`config.mk`:
```
export PLATFORM = sky130hd
export DESIGN_NAME = cond_unit_mc
export DESIGN_NICKNAME = d
export VERILOG_FILES = /design/src/rtl/cond_unit_mc.sv
export SDC_FILE = /design/constraint.sdc
export NUM_CORES = 1
export LEC_CHECK = 0
export ABC_AREA = 1
export CORE_AREA = 8 8 45 47
export DETAILED_ROUTE_END_ITERATION = 10
export DIE_AREA = 0 0 53 55
export GPL_TIMING_DRIVEN = 0
export PLACE_DENSITY = 0.81
export SYNTH_ARGS = -nofsm -noshare
export SYNTH_HDL_FRONTEND = slang
export SYNTH_SLANG_ARGS = --single-unit
```
`constraint.sdc`:
```
create_clock -name clk -period 1.8 [get_ports clk]
set_clock_uncertainty 0.05 [all_clocks]
set_input_delay 0.27 -clock clk [delete_from_list [all_inputs] [get_ports clk]]
set_output_delay 0.27 -clock clk [all_outputs]
set_load 0.005 [all_outputs]
```
`src/rtl/cond_unit_mc.sv`:
```
// rtl/cond_unit_mc.sv - multi-cycle condition unit: NZCV flags, latched condition result, write gating
//
// Purpose: holds the architectural NZCV flags, evaluates the instruction's
// condition field once per instruction (in DECODE) and gates decode's write
// requests into the final PC / register file / memory write enables.
//
// Ports:
//   clk, reset           rising-edge clock, asynchronous active-high reset
//   state[3:0]           current main FSM state
//   Cond[3:0]            instruction condition field
//   ALUFlags[3:0]        {N,Z,C,V} produced by the ALU this cycle
//   FlagW[1:0]           [1] write N,Z  [0] write C,V
//   PCS, NextPC          PC-sourced write request, unconditional PC+4 update
//   RegW, MemW           register / memory write requests
//   PCWrite, RegWrite,   gated write enables
//   MemWrite
//   Flags[3:0]           architectural {N,Z,C,V}
//   CondEx               latched condition result for the current instruction
module cond_unit_mc #(
  parameter logic [3:0] DECODE_STATE = 4'd1
) (
  input  logic       clk,
  input  logic       reset,
  input  logic [3:0] state,
  input  logic [3:0] Cond,
  input  logic [3:0] ALUFlags,
  input  logic [1:0] FlagW,
  input  logic       PCS,
  input  logic       NextPC,
  input  logic       RegW,
  input  logic       MemW,
  output logic       PCWrite,
  output logic       RegWrite,
  output logic       MemWrite,
  output logic [3:0] Flags,
  output logic       CondEx
);

  logic [3:0] flags_q, flags_d;
  logic       cond_ex_q, cond_ex_d;
  logic       ce;
  logic       n_f, z_f, c_f, v_f;

  // Condition is evaluated against the registered flags only, so an ALU
  // result in flight never influences the decision for its own instruction.
  always_comb begin
    {n_f, z_f, c_f, v_f} = flags_q;
    ce = 1'b1;
    case (Cond)
      4'h0: ce = z_f;
      4'h1: ce = ~z_f;
      4'h2: ce = c_f;
      4'h3: ce = ~c_f;
      4'h4: ce = n_f;
      4'h5: ce = ~n_f;
      4'h6: ce = v_f;
      4'h7: ce = ~v_f;
      4'h8: ce = c_f & ~z_f;
      4'h9: ce = ~c_f | z_f;
      4'hA: ce = (n_f == v_f);
      4'hB: ce = (n_f != v_f);
      4'hC: ce = ~z_f & (n_f == v_f);
      4'hD: ce = z_f | (n_f != v_f);
      default: ce = 1'b1;  // AL, and 4'hF treated as AL
    endcase
  end

  always_comb begin
    cond_ex_d = cond_ex_q;
    if (state == DECODE_STATE) begin
      cond_ex_d = ce;
    end
  end

  // The two flag halves have independent enables and may update together.
  always_comb begin
    flags_d = flags_q;
    if (FlagW[1] && cond_ex_q) begin
      flags_d[3:2] = ALUFlags[3:2];
    end
    if (FlagW[0] && cond_ex_q) begin
      flags_d[1:0] = ALUFlags[1:0];
    end
  end

  always_ff @(posedge clk or posedge reset) begin
    if (reset) begin
      flags_q   <= 4'b0000;
      cond_ex_q <= 1'b0;
    end else begin
      flags_q   <= flags_d;
      cond_ex_q <= cond_ex_d;
    end
  end

  assign PCWrite  = NextPC | (PCS & cond_ex_q);
  assign RegWrite = RegW & cond_ex_q;
  assign MemWrite = MemW & cond_ex_q;
  assign Flags    = flags_q;
  assign CondEx   = cond_ex_q;

endmodule

```
==> impl_metrics.csv, run 1 <==
group,metric,value,unit
run_status,outcome,"completed",
pwr,worst_ir_drop_vdd,520.6,uV
clocking,path_clk_slew,0.04,ns
setup_path,crit_arrival,1.33,ns
finish,antenna_cells,0,
global_route,grt_usage,9.764,%
detailed_routing,wl_per_cell,10.79,microns
placed_design,post-dp-hpwl,1122,microns
synthesis,synthesis.nets,97,
pwr,power.switching_fraction,35.72,%
timing,timing.fmax,605.5,MHz
clocking,clock-sinks,5,
floorplan,num_rows,14,
clocking,cts_setup_buffers,0,
floorplan,die_h,55,microns
global_route,global_route.usage.met2,16.99,%
pwr,power.internal,390.9,uW
timing,relSlewSlack,85.59,%
synthesis,synth_seq_cells,5,
setup_path,cp-start-kind,"input pin",
hold_path,min_path_type,"input pin to asynchronous set/reset pin",
detailed_routing,vias_per_cell,4.715,
setup_path,endpoint_kind,"output pin",
global_route,grt_max_degree,9,
finish,fin_area,747.0,sq um
detailed_routing,drc,0,
timing,period_needed,1.651,ns
floorplan,io-pin-count,28,
timing,tns,0,ns
synthesis,ys_seq_area_share,28.41,%
floorplan,dieWidth,53,microns
floorplan,initial_core_util,31.83,%
clocking,cts-root-buf,"clkbuf_4",
placed_design,place_area,720.7,sq um
global_route,grt_overflow_total,0,
floorplan,die_area,0.002915,sq mm
setup_path,critPathKind,"input pin to output pin",
global_route,grt_pass1_vias,610,
clocking,cts_htree_levels,1,
timing,grt_setup_unrepaired,"no",
setup_path,rr_worst_depth,8,
pwr,power.total,608.2,uW
synthesis,yosysWarnings,0,
global_route,antenna_found_initial,0,
setup_path,worstPathRequired,1.48,ns
setup_path,r2r_slack,0.62,ns
timing,worst_slew_pin_slew,0.2162,ns
pwr,switchingPower,217.3,uW
pwr,seq_power_share,30.7,%
synthesis,syn_area,440.4,sq um
pwr,combPwrFrac,48.2,%
synthesis,syn_area_per_cell,5.720,sq um
detailed_routing,wl,1327,microns
synthesis,synthCells,77,
clocking,insertion_delay,0.24,ns
finish,drive_gt1_share,7.477,%
detailed_routing,drtAntennaViolNets,0,
placed_design,numPortBuffers,26,
timing,setup_viol,0,
detailed_routing,drtIter0Drc,7,
synthesis,ys_types,13,
placed_design,placed_cells,119,
clocking,cts.path.max_buffers,2,
finish,nFillCells,133,
floorplan,core,0.001384,sq mm
global_route,grt.busiest_layer,"met2",
setup_path,timing.rr.end,"CondEx",
global_route,met1_usage,9.985,%
detailed_routing,dr.pass1.iters,4,
finish,utilization,53.98,%
global_route,gr-usage-met3,5.348,%
finish,fin_nets,128,
pwr,powerDensity,814.2,mW/mm^2
setup_path,timing.rr.start,"Flags[3]",
timing,drv_slew,0,
clocking,cts_buffers,3,
clocking,cts_tree,"built",
pwr,clockPowerShare,21.0,%
finish,syn_to_final_growth,69.60,%
clocking,post_cts_resized,0,
run,cap_violations,0,
timing,finalCritPeriodShare,91.75,%
detailed_routing,vias,580,
pwr,power_leakage,0.3728,nW
finish,finalNonFillerCells,123,
global_route,grt_pass1_wl,2256,microns
placed_design,place_congestion,0.8107,
clocking,cts_hold_buffers,0,
timing,finalHoldViolCount,0,
setup_path,crit_fanout,1,
[through the flow]
| stage | setup WS, ns | hold WS (ns) |
|---|---|---|
| 6_report | 0.1485 | 0.1727 |
| 3_3_place_gp | 0.1559 | 0.4302 |
| 4_1_cts | 0.1380 | 0.1779 |
| 3_5_place_dp | 0.1398 | 0.4335 |
| 5_1_grt | 0.04160 | 0.1833 |
| 2_1_floorplan | 0.7358 | -0.001479 |
[layout by cell type (no fill, tap or decap), drive strengths merged]
| cell | netlist | final |
|---|---|---|
| buf | 1 | 1 |
| nand3 | 10 | 10 |
| dfrtp | 5 | 5 |
| nand2 | 24 | 24 |
| a21oi | 8 | 8 |
| a21o | 1 | 1 |
| nor2 | 14 | 14 |
| inv | 12 | 12 |
| clkinv | 1 | 1 |
| clkbuf | 0 | 4 |
| nor3 | 1 | 1 |
| clkdlybuf4s50 | 0 | 26 |
[power by group through the flow]
stage	clock, mW	combinational, mW	sequential, mW
2_1_floorplan	0	0.136	0.184
3_3_place_gp	0	0.288	0.186
3_5_place_dp	0	0.294	0.188
4_1_cts	0.132	0.296	0.188
5_1_grt	0.143	0.332	0.192
6_report	0.128	0.293	0.187
[how the worst max path moves through the flow]
stage	start	end	slack (ns)	depth (start not counted)
floorplan	Flags[0]	CondEx	0.74	8
global placement	MemW	MemWrite	0.16	4
detailed placement	RegW	RegWrite	0.14	4
CTS	MemW	MemWrite	0.14	4
global route	CondEx	MemWrite	0.04	3
finish	MemW	MemWrite	0.15	4
[routing by layer]
layer  wire (microns)  vias to the layer above
met2              607                       30
met5                0                        -
met3              152                        0
li1                 -                      299
met1              566                      251
met4                0                        0
[synthesized netlist by cell type]
master	n	area share [%]
inv_1	11	9.4
a21o_1	1	1.7
nand3_1	9	10
nor2_2	2	2.8
a21oi_1	8	9.1
dfrtp_1	5	28
nor2_1	12	10
nor3_1	1	1.1
buf_6	1	2.6
inv_2	1	0.85
clkinv_1	1	0.85
nand2_1	24	20
nand3_2	1	2.3
[sequential cells by signal, summed over array words and instances (netlist names)]
name / cells
CondEx: 1
Flags: 4
[logic make-up (layout without fill, tap and decap cells)]
kind of cell	after synthesis	in the layout	share of synthesized area (%)
AOI/OAI and AO/OA	9	9	10.80
and+or+nand+nor	49	49	47.16
buffers and inverters	14	44	13.63
DFF	5	5	28.41
[area by class of cell]
class	instances	area (sq um)	share of cell area, %
plain buffers	1	11.26	1.508
clock buffers	4	26.28	3.518
inverters	13	48.80	6.533
multi-input cells	58	255.2	34.17
flip-flops and latches	5	125.1	16.75
well taps	16	20.02	2.680
repair buffers	26	260.3	34.84
[worst max-delay path, cell delays in order]
cell and delay (ns):
clkdlybuf4s50_1 0.45, nand2_1 0.05, inv_1 0.06, clkdlybuf4s50_1 0.50
Power figures use the tool's default switching activity.
==> inputs of run 2 (changes only) <==
- CORE_AREA: 8 8 45 47 -> 4 4 41 43
- DIE_AREA: 0 0 53 55 -> 0 0 45 47
==> impl_metrics.csv, run 2 (synthesis results as in run 1) <==
group,metric,value,unit
run,cap_violations,0,
clocking,insertion_delay,0.24,ns
placed_design,post-dp-hpwl,1084,microns
timing,period_needed,1.651,ns
finish,fin_nets,128,
placed_design,placed_cells,118,
clocking,post_cts_resized,0,
timing,finalHoldViolCount,0,
finish,syn_to_final_growth,69.32,%
clocking,clock-sinks,5,
pwr,power.total,605.0,uW
setup_path,critPathKind,"input pin to output pin",
finish,final_cell_mix,"26 x clkdlybuf4s50_1, 24 x nand2_1, 12 x nor2_1",
floorplan,initial_core_util,33.85,%
timing,relSlewSlack,86.66,%
pwr,powerDensity,811.3,mW/mm^2
setup_path,worstPathRequired,1.48,ns
floorplan,core,0.001301,sq mm
clocking,cts.path.max_buffers,2,
floorplan,dieWidth,45,microns
timing,grt_setup_unrepaired,"no",
floorplan,io-pin-count,28,
finish,nFillCells,136,
floorplan,die_area,0.002115,sq mm
hold_path,min_path_type,"input pin to asynchronous set/reset pin",
finish,largest_reg_flops,4,
pwr,seq_power_share,30.8,%
detailed_routing,dr.pass1.iters,4,
detailed_routing,drtAntennaViolNets,0,
pwr,worst_ir_drop_vdd,599.5,uV
timing,fin_hold_ws,0.1910,ns
floorplan,die_h,47,microns
placed_design,place_congestion,0.7167,
floorplan,num_rows,13,
detailed_routing,vias,569,
global_route,grt_pass1_vias,573,
global_route,grt_max_degree,9,
finish,multi_input_area,255.2,sq um
pwr,power.switching_fraction,35.40,%
global_route,grt_overflow_total,0,
finish,drive_gt1_share,7.477,%
timing,drv_slew,0,
global_route,antenna_found_initial,0,
timing,finalCritPeriodShare,91.71,%
pwr,clockPowerShare,21.1,%
pwr,power_leakage,0.3728,nW
finish,utilization,57.31,%
clocking,path_clk_slew,0.04,ns
timing,timing.fmax,605.8,MHz
timing,setup_viol,0,
pwr,switchingPower,214.2,uW
pwr,power.internal,390.8,uW
detailed_routing,wl,1257,microns
detailed_routing,vias_per_cell,4.664,
detailed_routing,drtIter0Drc,2,
pwr,combPwrFrac,48.1,%
detailed_routing,drc,0,
finish,final_common_cell,"clkdlybuf4s50_1",
clocking,cts-root-buf,"clkbuf_4",
timing,tns,0,ns
setup_path,cp-start-kind,"input pin",
placed_design,numPortBuffers,26,
global_route,grt_pass1_wl,2111,microns
clocking,cts_tree,"built",
clocking,cts_htree_levels,1,
run_status,outcome,"completed",
clocking,cts_hold_buffers,0,
setup_path,crit_arrival,1.33,ns
setup_path,endpoint_kind,"output pin",
finish,antenna_cells,0,
timing,worst_slew_pin_slew,0.1995,ns
setup_path,crit_fanout,1,
detailed_routing,wl_per_cell,10.30,microns
clocking,cts_setup_buffers,0,
clocking,cts_buffers,3,
finish,seqCellArea,125.1,sq um
global_route,grt_usage,13.65,%
finish,finalNonFillerCells,122,
-- run 2: cell counts in the layout (fill, tap and decap cells not counted) --
No cell type changed its count.
-- run 2: metrics by stage --
| stage | worst slack (ns) | area [sq um] |
|---|---|---|
| finish | 0.1492 | 745.7 |
| global route | 0.08665 | 745.7 |
| CTS | 0.1333 | 745.7 |
| detailed placement | 0.1336 | 719.4 |
| global placement | 0.1661 | 719.4 |
| floorplan | 0.7358 | 440.4 |
-- run 2: layout make-up --
type	count	area share [%]
repair buffers	26	34.90
clock buffers	4	3.523
plain buffers	1	1.510
well taps	15	2.517
inverters	13	6.544
multi-input cells	58	34.23
flip-flops and latches	5	16.78
-- run 2: worst paths after layout --
path                       slack, ns  endpoint  startpoint  cells after the start
min in group clk                0.37    CondEx     Cond[1]                      5
max                             0.15  MemWrite        MemW                      4
max reg2reg                     0.62    CondEx    Flags[0]                      8
min reg2reg                     0.55  Flags[1]    Flags[1]                      2
max in group asynchronous       1.34    CondEx       reset                      2
min                             0.19  Flags[0]       reset                      2
-- run 2: power groups by stage --
stage / combinational [mW] / sequential, mW / clock, mW
floorplan: 0.136 / 0.184 / 0
finish: 0.291 / 0.186 / 0.128
detailed placement: 0.293 / 0.187 / 0
CTS: 0.296 / 0.186 / 0.133
global placement: 0.287 / 0.186 / 0
global route: 0.331 / 0.192 / 0.146
-- run 2: metal layers --
| layer | vias up | GRT usage [%] | share of wire [%] |
|---|---|---|---|
| li1 | 298 | - | - |
| met1 | 244 | 12.90 | 39 |
| met2 | 25 | 26.27 | 50 |
| met3 | 2 | 4.215 | 10 |
| met4 | 0 | 7.018 | 1.4 |
| met5 | - | 0 | 0 |
-- run 2: worst max-delay path, cell delays in order --
cell             delay [ns]
clkdlybuf4s50_1        0.46
nand2_1                0.05
inv_1                  0.05
clkdlybuf4s50_1        0.49
==> inputs of run 3 (changes only) <==
- SLEW_MARGIN: default -> 25
- clock period: 1.8 -> 1.85 ns (I/O delays scaled with it)
==> results of run 3 <==
Same layout as run 2 (identical final DEF). Status: completed.
Among the figures that moved: setup slack after placement 0.1336 ns -> 0.1686 ns; setup slack after layout 0.1492 ns -> 0.1842 ns; hold slack 0.1910 ns -> 0.1985 ns; register-to-register setup slack 0.62 ns -> 0.67 ns; total power 0.6050 mW -> 0.5887 mW; worst IR drop on VDD 599.5 uV -> 583.3 uV
